File: src/rtl/idli_sqi_arb_m.sv
// Round-robin arbiter and transaction sequencer for the shared SQI SRAM port.
// Fetch (F) issues reads only; data (D) issues reads or writes. Each granted
// request becomes one complete SQI transaction: command, 24-bit address,
// dummy nibbles (reads only) and four data nibbles.
//
// Handshake: a requester raises req with its address/data and holds them
// until acp. acp is a one-cycle combinational pulse in an IDLE cycle, and the
// request is consumed on that clock edge. A req that drops before acp is
// simply never granted. Requests seen outside IDLE are ignored until IDLE.
module idli_sqi_arb_m #(
  parameter logic [7:0] CMD_RD    = 8'h03,
  parameter logic [7:0] CMD_WR    = 8'h02,
  parameter int         DUMMY_NIB = 2
) (
  input  logic        i_sab_gck,
  input  logic        i_sab_rst,
  input  logic        i_sab_f_req,
  input  logic [15:0] i_sab_f_addr,
  output logic        o_sab_f_acp,
  input  logic        i_sab_d_req,
  input  logic        i_sab_d_wr,
  input  logic [15:0] i_sab_d_addr,
  input  logic [15:0] i_sab_d_wdata,
  output logic        o_sab_d_acp,
  output logic        o_sab_sqi_sck,
  output logic        o_sab_sqi_cs,
  output logic        o_sab_sqi_mode,
  output logic [3:0]  o_sab_sqi_data,
  input  logic [3:0]  i_sab_sqi_data,
  output logic [15:0] o_sab_rd_data,
  output logic        o_sab_rd_vld,
  output logic        o_sab_rd_src,
  output logic        o_sab_busy,
  output logic [2:0]  o_sab_state
);

  typedef enum logic [2:0] {
    ST_IDLE  = 3'd0,
    ST_CMD   = 3'd1,
    ST_ADDR  = 3'd2,
    ST_DUMMY = 3'd3,
    ST_DATA  = 3'd4,
    ST_DESEL = 3'd5
  } state_t;

  localparam logic [2:0] DUMMY_LAST = 3'(DUMMY_NIB - 1);

  state_t      state_q, state_d;
  logic [2:0]  cnt_q, cnt_d;
  logic        last_d_q;
  logic        wr_q, wr_n;
  logic        src_q;
  logic [15:0] addr_q, addr_n;
  logic [15:0] wdata_q, wdata_n;
  logic [15:0] rd_buf_q;
  logic        idle;
  logic [7:0]  cmd_byte;
  logic [23:0] addr24;
  logic [3:0]  nib_d;
  logic        mode_d;
  logic        active_d;

  // Arbitration: on a tie the requester not granted last wins.
  assign idle        = (state_q == ST_IDLE) && !i_sab_rst;
  assign o_sab_f_acp = idle && i_sab_f_req && (!i_sab_d_req || last_d_q);
  assign o_sab_d_acp = idle && i_sab_d_req && (!i_sab_f_req || !last_d_q);
  assign o_sab_state = state_q;

  // Next state, capture values and the pad values for the next cycle.
  always_comb begin
    state_d = state_q;
    cnt_d   = cnt_q + 3'd1;
    unique case (state_q)
      ST_IDLE: begin
        cnt_d = 3'd0;
        if (o_sab_f_acp || o_sab_d_acp) state_d = ST_CMD;
      end
      ST_CMD: if (cnt_q == 3'd1) begin
        state_d = ST_ADDR;
        cnt_d   = 3'd0;
      end
      ST_ADDR: if (cnt_q == 3'd5) begin
        state_d = wr_q ? ST_DATA : ST_DUMMY;
        cnt_d   = 3'd0;
      end
      ST_DUMMY: if (cnt_q == DUMMY_LAST) begin
        state_d = ST_DATA;
        cnt_d   = 3'd0;
      end
      ST_DATA: if (cnt_q == 3'd3) begin
        state_d = ST_DESEL;
        cnt_d   = 3'd0;
      end
      ST_DESEL: begin
        state_d = ST_IDLE;
        cnt_d   = 3'd0;
      end
      default: begin
        state_d = ST_IDLE;
        cnt_d   = 3'd0;
      end
    endcase

    // Values the capture registers will hold once this edge is taken.
    wr_n    = wr_q;
    addr_n  = addr_q;
    wdata_n = wdata_q;
    if (o_sab_d_acp) begin
      wr_n    = i_sab_d_wr;
      addr_n  = i_sab_d_addr;
      wdata_n = i_sab_d_wdata;
    end else if (o_sab_f_acp) begin
      wr_n   = 1'b0;
      addr_n = i_sab_f_addr;
    end

    cmd_byte = wr_n ? CMD_WR : CMD_RD;
    addr24   = {8'h00, addr_n};
    nib_d    = 4'h0;
    unique case (state_d)
      ST_CMD:  nib_d = cnt_d[0] ? cmd_byte[3:0] : cmd_byte[7:4];
      ST_ADDR: begin
        case (cnt_d)
          3'd0:    nib_d = addr24[23:20];
          3'd1:    nib_d = addr24[19:16];
          3'd2:    nib_d = addr24[15:12];
          3'd3:    nib_d = addr24[11:8];
          3'd4:    nib_d = addr24[7:4];
          default: nib_d = addr24[3:0];
        endcase
      end
      ST_DATA: if (wr_n) begin
        case (cnt_d[1:0])
          2'd0:    nib_d = wdata_n[7:4];
          2'd1:    nib_d = wdata_n[3:0];
          2'd2:    nib_d = wdata_n[15:12];
          default: nib_d = wdata_n[11:8];
        endcase
      end
      default: nib_d = 4'h0;
    endcase

    active_d = (state_d == ST_CMD) || (state_d == ST_ADDR) ||
               (state_d == ST_DUMMY) || (state_d == ST_DATA);
    mode_d   = (state_d == ST_DUMMY) || ((state_d == ST_DATA) && !wr_n);
  end

  // State, captured request, registered pad outputs and read assembly.
  always_ff @(posedge i_sab_gck) begin
    if (i_sab_rst) begin
      state_q        <= ST_IDLE;
      cnt_q          <= 3'd0;
      last_d_q       <= 1'b1;
      wr_q           <= 1'b0;
      src_q          <= 1'b0;
      addr_q         <= 16'h0000;
      wdata_q        <= 16'h0000;
      rd_buf_q       <= 16'h0000;
      o_sab_sqi_sck  <= 1'b0;
      o_sab_sqi_cs   <= 1'b1;
      o_sab_sqi_mode <= 1'b0;
      o_sab_sqi_data <= 4'h0;
      o_sab_rd_data  <= 16'h0000;
      o_sab_rd_vld   <= 1'b0;
      o_sab_rd_src   <= 1'b0;
      o_sab_busy     <= 1'b0;
    end else begin
      state_q        <= state_d;
      cnt_q          <= cnt_d;
      wr_q           <= wr_n;
      addr_q         <= addr_n;
      wdata_q        <= wdata_n;
      o_sab_sqi_sck  <= active_d;
      o_sab_sqi_cs   <= !active_d;
      o_sab_sqi_mode <= mode_d;
      o_sab_sqi_data <= nib_d;
      o_sab_busy     <= (state_d != ST_IDLE);
      o_sab_rd_vld   <= 1'b0;
      if (o_sab_f_acp || o_sab_d_acp) begin
        last_d_q <= o_sab_d_acp;
        src_q    <= o_sab_d_acp;
      end
      if ((state_q == ST_DATA) && !wr_q) begin
        case (cnt_q[1:0])
          2'd0: rd_buf_q[7:4]   <= i_sab_sqi_data;
          2'd1: rd_buf_q[3:0]   <= i_sab_sqi_data;
          2'd2: rd_buf_q[15:12] <= i_sab_sqi_data;
          default: begin
            o_sab_rd_data <= {rd_buf_q[15:12], i_sab_sqi_data, rd_buf_q[7:0]};
            o_sab_rd_src  <= src_q;
            o_sab_rd_vld  <= 1'b1;
          end
        endcase
      end
    end
  end

endmodule

File: config.mk
export PLATFORM = sky130hd
export DESIGN_NAME = idli_sqi_arb_m
export DESIGN_NICKNAME = d
export VERILOG_FILES = /design/src/rtl/idli_sqi_arb_m.sv
export SDC_FILE = /design/constraint.sdc
export NUM_CORES = 1
export LEC_CHECK = 0
export CAP_MARGIN = 40
export CORE_MARGIN = 5
export CORE_UTILIZATION = 40
export DETAILED_ROUTE_END_ITERATION = 16
export HOLD_SLACK_MARGIN = 0.15
export PLACE_DENSITY = 0.64
export SLEW_MARGIN = 20
export SYNTH_ARGS = -nofsm -noshare
export SYNTH_HDL_FRONTEND = slang
export SYNTH_SLANG_ARGS = --single-unit
File: constraint.sdc
create_clock -name i_sab_gck -period 2.8 [get_ports i_sab_gck]
set_input_delay 0.56 -clock i_sab_gck [delete_from_list [all_inputs] [get_ports i_sab_gck]]
set_output_delay 0.56 -clock i_sab_gck [all_outputs]
set_load 0.005 [all_outputs]
* Word-level counts from Yosys, hierarchy flattened
Cells that the tools add are included.
** Operators by class
- Add/sub/neg operators :: 1
- Eq/ne operators :: 19
- Multiplexer cells :: 23
- Bitwise gates (word level) :: 2
- Reductions and logical operators :: 34
** Operator list (number)
- $mux W16 :: 3
- $mux W3 :: 9
- $pmux W4 S3 :: 2
- $eq A3 B2 Y1 const B :: 7
- $pmux W4 S4 :: 1
- $pmux W3 S5 :: 1
- $eq A3 B1 Y1 const B :: 4
- $eq A3 B3 Y1 const B :: 4
- $pmux W3 S3 :: 1
- $reduce_and A2 Y1 :: 4
- $logic_and A1 B1 Y1 :: 7
- $logic_not A1 Y1 :: 7
- $logic_or A1 B1 Y1 :: 7
- $logic_not A3 Y1 :: 2
- $reduce_or A2 Y1 :: 3
- $eq A2 B1 Y1 const B :: 2
- $eq A2 B2 Y1 const B :: 2
- $logic_not A2 Y1 :: 2
- $mux W1 :: 4
- $mux W4 :: 1
- $add A3 B1 Y3 const B :: 1
- $reduce_bool A3 Y1 :: 1
- $reduce_or A3 Y1 :: 1
- $mux W2 :: 1
- $not A1 Y1 :: 2
** Storage, ports and cells
- Bits in registers :: 79
- Input bits :: 57
- Output and inout bits :: 31

* Longest topological paths before layout
Gate-level depths: netlist (run 1).
- Word-level depth :: 12
- Mapped depth :: 11
- Depth with buffers taken out :: 9

* Worst setup path before layout (run 1)
No wires, ideal clock.
- Path kind :: input-to-output
- From :: in i_sab_rst
- To :: out o_sab_d_acp
- Arrival time :: 1.936 ns
- Data required time :: 2.240 ns
- Setup slack :: 0.304 ns
- Stages :: 8
- Path buffers :: 5
- Cell sequence :: clkbuf_1 > or4_1 > buf_2 > or2_1 > buf_6 > clkinv_4 > buf_8 > buf_2
** Between the ends
- Longest elaborated chain between the ends :: 4
** RTL lines
- from (decl) :: line 16 : input logic i_sab_rst,
- $logic_not A1 Y1 :: line 64 : assign idle = (state_q == ST_IDLE) && !i_sab_rst;
- $logic_and A1 B1 Y1 :: line 64
- $logic_and A1 B1 Y1 (2 in series) :: line 66 : assign o_sab_d_acp = idle && i_sab_d_req && (!i_sab_f_req || !last_d_q);
- to (decl) :: line 24 : output logic o_sab_d_acp,
Every way passes these cells.

* Worst setup path after layout (run 1)
- From :: reg state_q[1], in the netlist o_sab_state[1]
- To :: out o_sab_f_acp
** Between the ends
- Longest elaborated chain between the ends :: 4
** RTL lines
- from (decl) :: line 48 : state_t state_q, state_d;
- from (signal assigned) :: line 168 : state_q <= state_d;
- $logic_not A3 Y1 :: line 64
- $logic_and A1 B1 Y1 :: line 64
- $logic_and A1 B1 Y1 (2 in series) :: line 65 : assign o_sab_f_acp = idle && i_sab_f_req && (!i_sab_d_req || last_d_q);
- to (decl) :: line 19 : output logic o_sab_f_acp,
Every way passes these cells.

==> results.sh, run 1 <==
export IMPL_run_status="completed"
export IMPL_post_drt_wl_per_cell_um=14.8
export IMPL_drc_errors=0
export IMPL_clock_tree_buffer_depth=2
export IMPL_worst_skew_pair_later_pin_latency_ns=0.35
export IMPL_cts_root_buffer="sky130_fd_sc_hd__clkbuf_8"
export IMPL_most_frequently_used_cell_type_in_the_post_synthesis_netlist="sky130_fd_sc_hd__nand2_1"
export IMPL_post_cts_buffers=0
export IMPL_yosysWarningCount=0
export IMPL_crit_required_ns=2.24
export IMPL_min_path_type="reg2reg"
export IMPL_slew_viol_final=0
export IMPL_yosysTopAreaCellShare=0.446
export IMPL_die_y_um=104
export IMPL_min_period_ns=2.75
export IMPL_finalSetupTns_ns=0
export IMPL_netlist_top_cell_by_area="sky130_fd_sc_hd__dfxtp_1"
export IMPL_post_layout_total_power_uw=2380
export IMPL_clock_fmax_ghz=0.364
export IMPL_clkTransAtPathRegs_ns=0.08
export IMPL_power_share_clock=0.362
export IMPL_timing_final_crit_share=0.982
export IMPL_comb_power_share=0.141
export IMPL_postSynthAreaPerCell_um2=8.06
export IMPL_rsz_0062_raised_after_global_routing="false"
export IMPL_seq_area_um2=1580
export IMPL_irDropWorstVdd_mv=0.275
export IMPL_utilization=0.555
export IMPL_cellLeakagePower_uw=0.00172
export IMPL_grt_antenna_before_repair=0
export IMPL_dpl_cell_area_um2=4600
export IMPL_asyncSetResetFlopFracSynth=0
export IMPL_internal_pwr_total_uw=1790
export IMPL_firstDrtPassIters=4
export IMPL_timing_critical_path_from_type="flop"
export IMPL_vias=3395
export IMPL_sequentialPowerShare=0.497
export IMPL_cts_tree="yes"
export IMPL_seq_area_frac_synth=0.446
export IMPL_clock_skew_final_ns=0.0138
export IMPL_grt_start_max_net_pins=78
export IMPL_globalRoute_totalOverflow=0
export IMPL_nFillCells=860
export IMPL_synth_flop_cell="sky130_fd_sc_hd__dfxtp_1"
export IMPL_grt_pass1_vias=3223
export IMPL_max_cap_viol_count=0
export IMPL_worstPathArrival_ns=2.19
export IMPL_yosys_cell_types_count=58
export IMPL_die_area_um2=10900
export IMPL_synth_edff_count=0
export IMPL_cts_hold_buffers=0
export IMPL_place_port_buffers=87
export IMPL_core_region_area_um2=8680
export IMPL_postCtsResizedCells=2
export IMPL_setup_violations_final=0
export IMPL_synthTopCellsByCount="sky130_fd_sc_hd__nand2_1, sky130_fd_sc_hd__dfxtp_1, sky130_fd_sc_hd__a21oi_1, sky130_fd_sc_hd__nor2_1, sky130_fd_sc_hd__clkbuf_1"
export IMPL_yosys_top_cells_area="sky130_fd_sc_hd__dfxtp_1, sky130_fd_sc_hd__a21oi_1, sky130_fd_sc_hd__nand2_1, sky130_fd_sc_hd__nor2_1, sky130_fd_sc_hd__mux2i_1"
export IMPL_post_route_cells_drive_above_1_share=0.0985
export IMPL_aggregate_global_route_resource_usage=0.172
export IMPL_start_util=0.409
export IMPL_relSlewSlack=0.480
export IMPL_timing_critical_path_to_type="output pin"
export IMPL_hold_violations_final=0
export IMPL_cellPowerDensity_nw_per_um2=495
export IMPL_clock_sinks=79
export IMPL_switching_power_uw=598
export IMPL_ioPinCount=88
export IMPL_first_iter_violations=138
export IMPL_multi_input_area_um2=1800
export IMPL_grt_pass1_wl_um=15600
export IMPL_cp_max_fo=8
export IMPL_routed_via_density=5.26
export IMPL_p_sw_frac=0.251
export IMPL_syn_instance_count=440
export IMPL_design_final_nets=597
export IMPL_final_cell_area_um2=4810
export IMPL_netlist_area_um2=3550
export IMPL_place_gp_congestion=0.830
export IMPL_totalWireLength_um=9550
export IMPL_postRouteAntennaNets=0
export IMPL_tightestPinTransition_ns=0.780
export IMPL_critPathKind="reg2out"
export IMPL_die_w_um=104
export IMPL_tritoncts_buffer_count=9
export IMPL_cts_htree_levels=3
export IMPL_yosys_register_bits=79
export IMPL_synth_net_count=504
export IMPL_flow_area_growth_from_synthesis_pct=35.7
export IMPL_total_inserted_antenna_cells=0
export IMPL_placement_rows=34
export IMPL_place_detailed_hpwl_um=7060
==> kinds of logic after synthesis <==
| kind of cell | count (synthesis) | synth area share |
|---|---|---|
| compound gates | 125 | 0.218 |
| mux | 12 | 0.0342 |
| buf+inv | 39 | 0.0501 |
| xor+xnor | 2 | 0.00494 |
| fa+ha+maj | 7 | 0.0247 |
| simple gates | 176 | 0.222 |
| flops | 79 | 0.446 |
==> critical path: stages, from the launching register on <==
cell and delay [ns]:
sky130_fd_sc_hd__dfxtp_1 0.41, sky130_fd_sc_hd__or4_4 0.58, sky130_fd_sc_hd__buf_4 0.18, sky130_fd_sc_hd__nor2_1 0.16
sky130_fd_sc_hd__clkdlybuf4s50_1 0.53
==> cell type report <==
cell class,instances,share of cell area
clock inverters,6,0.0140
inverters,9,0.00806
clock buffers,10,0.0286
repair buffers,112,0.219
multi-input cells,322,0.374
well taps,108,0.0281
flip-flops and latches,79,0.329
==> power groups by stage <==
stage | clock, uW | sequential, uW | combinational, uW
after CTS | 879 | 1180 | 339
after global placement | 0 | 1210 | 332
after detailed placement | 0 | 1210 | 336
after floorplan | 0 | 1200 | 176
after global routing | 925 | 1190 | 369
final | 862 | 1180 | 337
==> metal layers <==
metal	track usage	routed length, um
met5	0	0
met4	0.0638	134
met3	0.0304	419
met2	0.267	4330
met1	0.238	4670
==> metrics by stage <==
stage	cells	setup WS (ns)	hold slack (ns)
after detailed placement	629	0.100	0.447
after global placement	629	0.152	0.444
after floorplan	440	0.304	0.432
after CTS	645	0.0390	0.458
after global routing	646	0.00374	0.476
final	646	0.0509	0.454
==> sequential cells by signal (all words and copies together), names as in the netlist, 3 cells and up <==
| name | cells |
|---|---|
| o_sab_state | 3 |
| wdata_q | 16 |
| o_sab_sqi_data | 4 |
| o_sab_rd_data | 16 |
| addr_q | 16 |
| cnt_q | 3 |
| rd_buf_q | 12 |
==> placed cells by master (no fill, tap or decap), types with 4 or more instances in the layout <==
cell / count
sky130_fd_sc_hd__mux2i_1: 11
sky130_fd_sc_hd__nor2b_1: 14
sky130_fd_sc_hd__buf_4: 25
sky130_fd_sc_hd__o21ai_0: 13
sky130_fd_sc_hd__inv_1: 8
sky130_fd_sc_hd__nand2_1: 82
sky130_fd_sc_hd__a21oi_1: 62
sky130_fd_sc_hd__dfxtp_1: 78
sky130_fd_sc_hd__o22ai_1: 15
sky130_fd_sc_hd__a31oi_1: 4
sky130_fd_sc_hd__clkdlybuf4s50_1: 86
sky130_fd_sc_hd__o22a_1: 4
sky130_fd_sc_hd__nor2_1: 42
sky130_fd_sc_hd__nand3_1: 13
sky130_fd_sc_hd__ha_1: 7
sky130_fd_sc_hd__clkbuf_8: 10
sky130_fd_sc_hd__nor3b_1: 4
==> final timing paths <==
path / startpoint / to / slack (ns) / cells after the start
worst max register to register: cnt_q[1] / o_sab_sqi_data[2] / 0.18 / 9
worst max-delay path: o_sab_state[1] / o_sab_f_acp / 0.05 / 4
worst min register to register: rd_buf_q[0] / o_sab_rd_data[0] / 0.45 / 2
worst min-delay path: rd_buf_q[0] / o_sab_rd_data[0] / 0.45 / 2
No activity file was read; power rests on OpenSTA's default activity.
==> run 2, diff against run 1 <==
--- a/config.mk
+++ b/config.mk
@@ -6,7 +6,6 @@
 export NUM_CORES = 1
 export LEC_CHECK = 0
 export CAP_MARGIN = 40
-export CORE_MARGIN = 5
 export CORE_UTILIZATION = 40
 export DETAILED_ROUTE_END_ITERATION = 16
 export HOLD_SLACK_MARGIN = 0.15
==> run 2 against run 1 <==
Via count increased by 0.29%. Sequential power about the same. Hold slack better by 0.0014 ns. Cell area is 0.31% higher. Power up 2.8%. Clock power increased by 8.4%. Largest power group unchanged.
==> results.sh, run 2 (synthesis results as in run 1) <==
export IMPL_grt_start_max_net_pins=78
export IMPL_grt_antenna_before_repair=0
export IMPL_cellPowerDensity_nw_per_um2=507
export IMPL_cts_tree="yes"
export IMPL_seq_area_um2=1590
export IMPL_place_detailed_hpwl_um=6610
export IMPL_routed_via_density=5.31
export IMPL_flow_area_growth_from_synthesis_pct=36.1
export IMPL_nFillCells=785
export IMPL_die_y_um=96.2
export IMPL_mostFrequentLayoutCell="sky130_fd_sc_hd__clkdlybuf4s50_1"
export IMPL_die_w_um=96.2
export IMPL_total_inserted_antenna_cells=0
export IMPL_firstDrtPassIters=5
export IMPL_design_final_nets=595
export IMPL_use_met3=0.0308
export IMPL_clkTransAtPathRegs_ns=0.07
export IMPL_clock_skew_final_ns=0.00892
export IMPL_gr_usage_met1=0.298
export IMPL_tritoncts_buffer_count=9
export IMPL_drc_errors=0
export IMPL_slew_viol_final=0
export IMPL_cts_root_buffer="sky130_fd_sc_hd__clkbuf_8"
export IMPL_worst_skew_pair_later_pin_latency_ns=0.34
export IMPL_totalWireLength_um=9200
export IMPL_clock_tree_buffer_depth=2
export IMPL_place_gp_congestion=0.785
export IMPL_dp_slack_ns=0.0768
export IMPL_critPathKind="reg2out"
export IMPL_grt_pass1_wl_um=14700
export IMPL_first_iter_violations=224
export IMPL_hold_violations_final=0
export IMPL_die_area_um2=9250
export IMPL_ioPinCount=88
export IMPL_min_path_type="reg2reg"
export IMPL_aggregate_global_route_resource_usage=0.208
export IMPL_place_port_buffers=87
export IMPL_run_status="completed"
export IMPL_top_regs="addr_q: 16 flops, o_sab_rd_data: 16 flops, wdata_q: 16 flops"
export IMPL_start_util=0.423
export IMPL_layout_cells_most_common_list="sky130_fd_sc_hd__clkdlybuf4s50_1, sky130_fd_sc_hd__nand2_1, sky130_fd_sc_hd__dfxtp_1"
export IMPL_worstPathArrival_ns=2.16
export IMPL_setup_violations_final=0
export IMPL_post_drt_wl_per_cell_um=14.3
export IMPL_crit_required_ns=2.24
export IMPL_minimum_setup_slack_in_the_final_design_ns=0.0844
export IMPL_clock_fmax_ghz=0.368
export IMPL_placement_rows=33
export IMPL_relSlewSlack=0.475
export IMPL_grt_busiest_layer="met2"
export IMPL_cts_hold_buffers=0
export IMPL_timing_critical_path_from_type="flop"
export IMPL_irDropWorstVdd_mv=0.310
export IMPL_timing_critical_path_to_type="output pin"
export IMPL_cp_max_fo=15
export IMPL_min_period_ns=2.72
export IMPL_grtUsageMet2=0.313
export IMPL_postRouteAntennaNets=0
export IMPL_max_cap_viol_count=0
export IMPL_utilization=0.576
export IMPL_vias=3405
export IMPL_finalSetupTns_ns=0
export IMPL_multi_input_area_um2=1800
export IMPL_globalRoute_totalOverflow=0
export IMPL_tightestPinTransition_ns=0.787
export IMPL_timing_final_crit_share=0.970
export IMPL_grt_pass1_vias=3046
export IMPL_rsz_0062_raised_after_global_routing="false"
export IMPL_clock_sinks=79
export IMPL_post_cts_buffers=0
export IMPL_rrSetupSlack_ns=0.26
export IMPL_cts_htree_levels=3
export IMPL_cellLeakagePower_uw=0.00173
export IMPL_core_region_area_um2=8380
export IMPL_post_route_cells_drive_above_1_share=0.0989
[run 2: stage by stage]
stage,total power (uW),hold WS [ns],cell area [um2],cells
2_1_floorplan,1380,0.432,3550,440
3_3_place_gp,1540,0.446,4590,624
3_5_place_dp,1540,0.448,4600,625
4_1_cts,2470,0.459,4820,641
5_1_grt,2560,0.473,4830,641
6_report,2450,0.456,4830,641
[run 2: worst max-delay path, cell delays in order (launching register included)]
cell and delay (ns):
sky130_fd_sc_hd__dfxtp_4 0.41, sky130_fd_sc_hd__or4_4 0.53, sky130_fd_sc_hd__or2_1 0.29, sky130_fd_sc_hd__clkinv_4 0.09, sky130_fd_sc_hd__clkdlybuf4s50_1 0.50
[run 2: where the power goes]
part / internal (uW) / switching, uW
registers: 1160 / 20.8
clock network: 523 / 411
logic: 179 / 151
[run 2: routing by layer]
layer	routed length, um	vias up
met1	4410	1584
li1	-	1708
met3	562	11
met4	109	0
met2	4120	102
met5	0	-
[run 2: worst paths after layout]
check	startpoint	to	depth (start not counted)
hold / removal	rd_buf_q[0]	o_sab_rd_data[0]	2
setup reg to reg	cnt_q[0]	o_sab_sqi_data[0]	9
setup / recovery	o_sab_state[0]	o_sab_d_acp	4
hold reg to reg	rd_buf_q[0]	o_sab_rd_data[0]	2
[run 2: cell type report]
type | count | area share
tap | 105 | 0.0272
clock inverter | 6 | 0.0174
clock buffer | 10 | 0.0285
sequential | 79 | 0.329
inverter | 9 | 0.00803
multi-input combinational | 322 | 0.372
timing repair buffer | 110 | 0.218
[run 2: what timing repair did]
action / in CTS / in global routing
pin swaps: 0 / 0
endpoints found under the hold margin: 0 / 0
resized for setup: 2 / 3
setup endpoints to repair: 2 / 2
==> run 3, diff against run 2 <==
--- a/config.mk
+++ b/config.mk
@@ -9,7 +9,7 @@
 export CORE_UTILIZATION = 40
 export DETAILED_ROUTE_END_ITERATION = 16
 export HOLD_SLACK_MARGIN = 0.15
-export PLACE_DENSITY = 0.64
+export PLACE_DENSITY = 0.67
 export SLEW_MARGIN = 20
 export SYNTH_ARGS = -nofsm -noshare
 export SYNTH_HDL_FRONTEND = slang
==> constraint.sdc (replaced) <==
create_clock -name i_sab_gck -period 2.2 [get_ports i_sab_gck]
set_input_delay 0.44 -clock i_sab_gck [delete_from_list [all_inputs] [get_ports i_sab_gck]]
set_output_delay 0.44 -clock i_sab_gck [all_outputs]
set_load 0.005 [all_outputs]
==> run 3 against run 2 <==
Sequential share of layout area shrank 2.8 points. Flip-flop and latch count is the same. Critical endpoint is now o_sab_sqi_data[1]. Power rose by 23%. Largest cell class unchanged. Highest routed layer unchanged. Global-route usage grew 0.33 points. Critical path depth up 5. Die area stayed put. Wire length up 4.4%. Register-to-register slack worse by 0.26 ns. Final cell count up 6.9%. Clock-buffer cell count fell by 1. Worst setup slack lost 0.082 ns.
==> results.sh, run 3 (synthesis results as in run 1) <==
export IMPL_run_status="completed"
export IMPL_start_util=0.423
export IMPL_first_iter_violations=141
export IMPL_nFillCells=733
export IMPL_routed_via_density=5.15
export IMPL_internal_pwr_total_uw=2190
export IMPL_place_detailed_hpwl_um=6820
export IMPL_postRouteAntennaNets=0
export IMPL_cp_max_fo=7
export IMPL_grt_pass1_wl_um=14900
export IMPL_clock_skew_final_ns=0.0103
export IMPL_minimum_setup_slack_in_the_final_design_ns=0.00282
export IMPL_firstDrtPassIters=4
export IMPL_placement_rows=33
export IMPL_place_port_buffers=87
export IMPL_finalSetupTns_ns=0
export IMPL_cellPowerDensity_nw_per_um2=570
export IMPL_worstPathArrival_ns=2.41
export IMPL_hold_slack_final_ns=0.456
export IMPL_cpMaxStageDelayCell="sky130_fd_sc_hd__or4_4"
export IMPL_drc_errors=0
export IMPL_post_route_cells_drive_above_1_share=0.217
export IMPL_timing_critical_path_slowest_cell_delay_ns=0.52
export IMPL_dp_slack_ns=-0.248
export IMPL_utilization=0.631
export IMPL_timing_critical_path_from_type="flop"
export IMPL_cellLeakagePower_uw=0.00196
export IMPL_post_layout_total_power_uw=3010
export IMPL_hold_violations_final=0
export IMPL_mostFrequentLayoutCell="sky130_fd_sc_hd__clkdlybuf4s50_1"
export IMPL_total_inserted_antenna_cells=0
export IMPL_timing_critical_path_max_delay_family="simple AND/OR/NAND/NOR gates"
export IMPL_rsz_0062_raised_after_global_routing="true"
export IMPL_place_gp_congestion=0.845
export IMPL_flow_area_growth_from_synthesis_pct=49.0
export IMPL_critical_path_cell_chain="buf_6, buf_4, nand2_1, nor3b_1, or4_4, and2_4, and2b_2, a311oi_2, o41ai_2"
export IMPL_power_share_clock=0.327
export IMPL_min_path_type="reg2reg"
export IMPL_timing_critical_path_to_type="flop"
export IMPL_timing_final_crit_share=0.999
export IMPL_tightestPinTransition_ns=0.795
export IMPL_core_region_area_um2=8380
export IMPL_post_drt_wl_per_cell_um=14.0
export IMPL_aggregate_global_route_resource_usage=0.211
export IMPL_clock_fmax_ghz=0.455
export IMPL_crit_required_ns=2.41
export IMPL_cts_htree_levels=3
export IMPL_relSlewSlack=0.470
export IMPL_sequentialPowerShare=0.499
export IMPL_ioPinCount=88
export IMPL_p_sw_frac=0.271
export IMPL_cts_hold_buffers=0
export IMPL_vias=3530
export IMPL_cts_tree="yes"
export IMPL_setup_violations_final=0
export IMPL_worst_skew_pair_later_pin_latency_ns=0.36
export IMPL_top_regs="addr_q: 16 flops, o_sab_rd_data: 16 flops, wdata_q: 16 flops"
export IMPL_irDropWorstVdd_mv=0.334
export IMPL_comb_power_share=0.174
export IMPL_die_w_um=96.2
export IMPL_design_final_nets=639
export IMPL_cts_root_buffer="sky130_fd_sc_hd__clkbuf_8"
export IMPL_globalRoute_totalOverflow=0
export IMPL_clkTransAtPathRegs_ns=0.08
export IMPL_tritoncts_buffer_count=9
export IMPL_clock_sinks=79
export IMPL_min_period_ns=2.20
export IMPL_grt_start_max_net_pins=78
export IMPL_grt_pass1_vias=3197
export IMPL_path_buf_inv=2
export IMPL_die_y_um=96.2
export IMPL_switching_power_uw=817
export IMPL_slew_viol_final=0
export IMPL_clock_tree_buffer_depth=2
export IMPL_layout_cells_most_common_list="sky130_fd_sc_hd__clkdlybuf4s50_1, sky130_fd_sc_hd__nand2_1, sky130_fd_sc_hd__dfxtp_1"
export IMPL_critPathKind="reg2reg"
export IMPL_max_cap_viol_count=0
export IMPL_grt_antenna_before_repair=0
export IMPL_totalWireLength_um=9600
export IMPL_die_area_um2=9250
==> run 3: area by class of cell <==
cell class              count  area, um2  share of cell area
flip-flops and latches     79       1590               0.300
inverters                   9       38.8             0.00734
clock buffers               9        124              0.0234
clock inverters             7       55.1              0.0104
repair buffers            154       1410               0.266
well taps                 105        131              0.0249
multi-input cells         322       1940               0.367
==> run 3: what timing repair did <==
item	4_1_cts	5_1_grt
buffers inserted	5	4
pin swaps	10	9
gates resized for setup	25	30
endpoints found under the hold margin	0	0
setup endpoints to repair	8	9
==> run 3: tightest hold or removal path, cell delays in order, from the launching register on <==
cell,delay (ns)
sky130_fd_sc_hd__dfxtp_1,0.32
sky130_fd_sc_hd__nand2_1,0.05
sky130_fd_sc_hd__a21oi_1,0.05
==> run 3: power by group through the flow <==
stage | clock network (uW) | logic [uW] | registers [uW]
2_1_floorplan | 0 | 234 | 1530
3_5_place_dp | 0 | 472 | 1540
5_1_grt | 1060 | 567 | 1510
3_3_place_gp | 0 | 468 | 1530
6_report | 986 | 523 | 1500
4_1_cts | 1020 | 493 | 1500
==> run 3: worst paths after layout <==
| path | start | to | slack, ns | cells after the start |
|---|---|---|---|---|
| max | o_sab_state[0] | o_sab_sqi_data[1] | 0.003 | 9 |
| min | wdata_q[15] | wdata_q[15] | 0.46 | 2 |
| max reg2reg | o_sab_state[0] | o_sab_sqi_data[1] | 0.003 | 9 |
| min reg2reg | wdata_q[15] | wdata_q[15] | 0.46 | 2 |
==> run 3: metal layers <==
metal,track usage,wire length [um],up-vias
met4,0.0622,61,0
met1,0.285,4640,1652
met2,0.340,4410,73
li1,-,-,1797
met3,0.0403,484,8
met5,0,0,-
==> run 3: through the flow <==
stage	std cells	area, um2
after detailed placement	660	4890
after global routing	685	5290
final	685	5290
after floorplan	440	3580
after CTS	681	5160
after global placement	660	4890
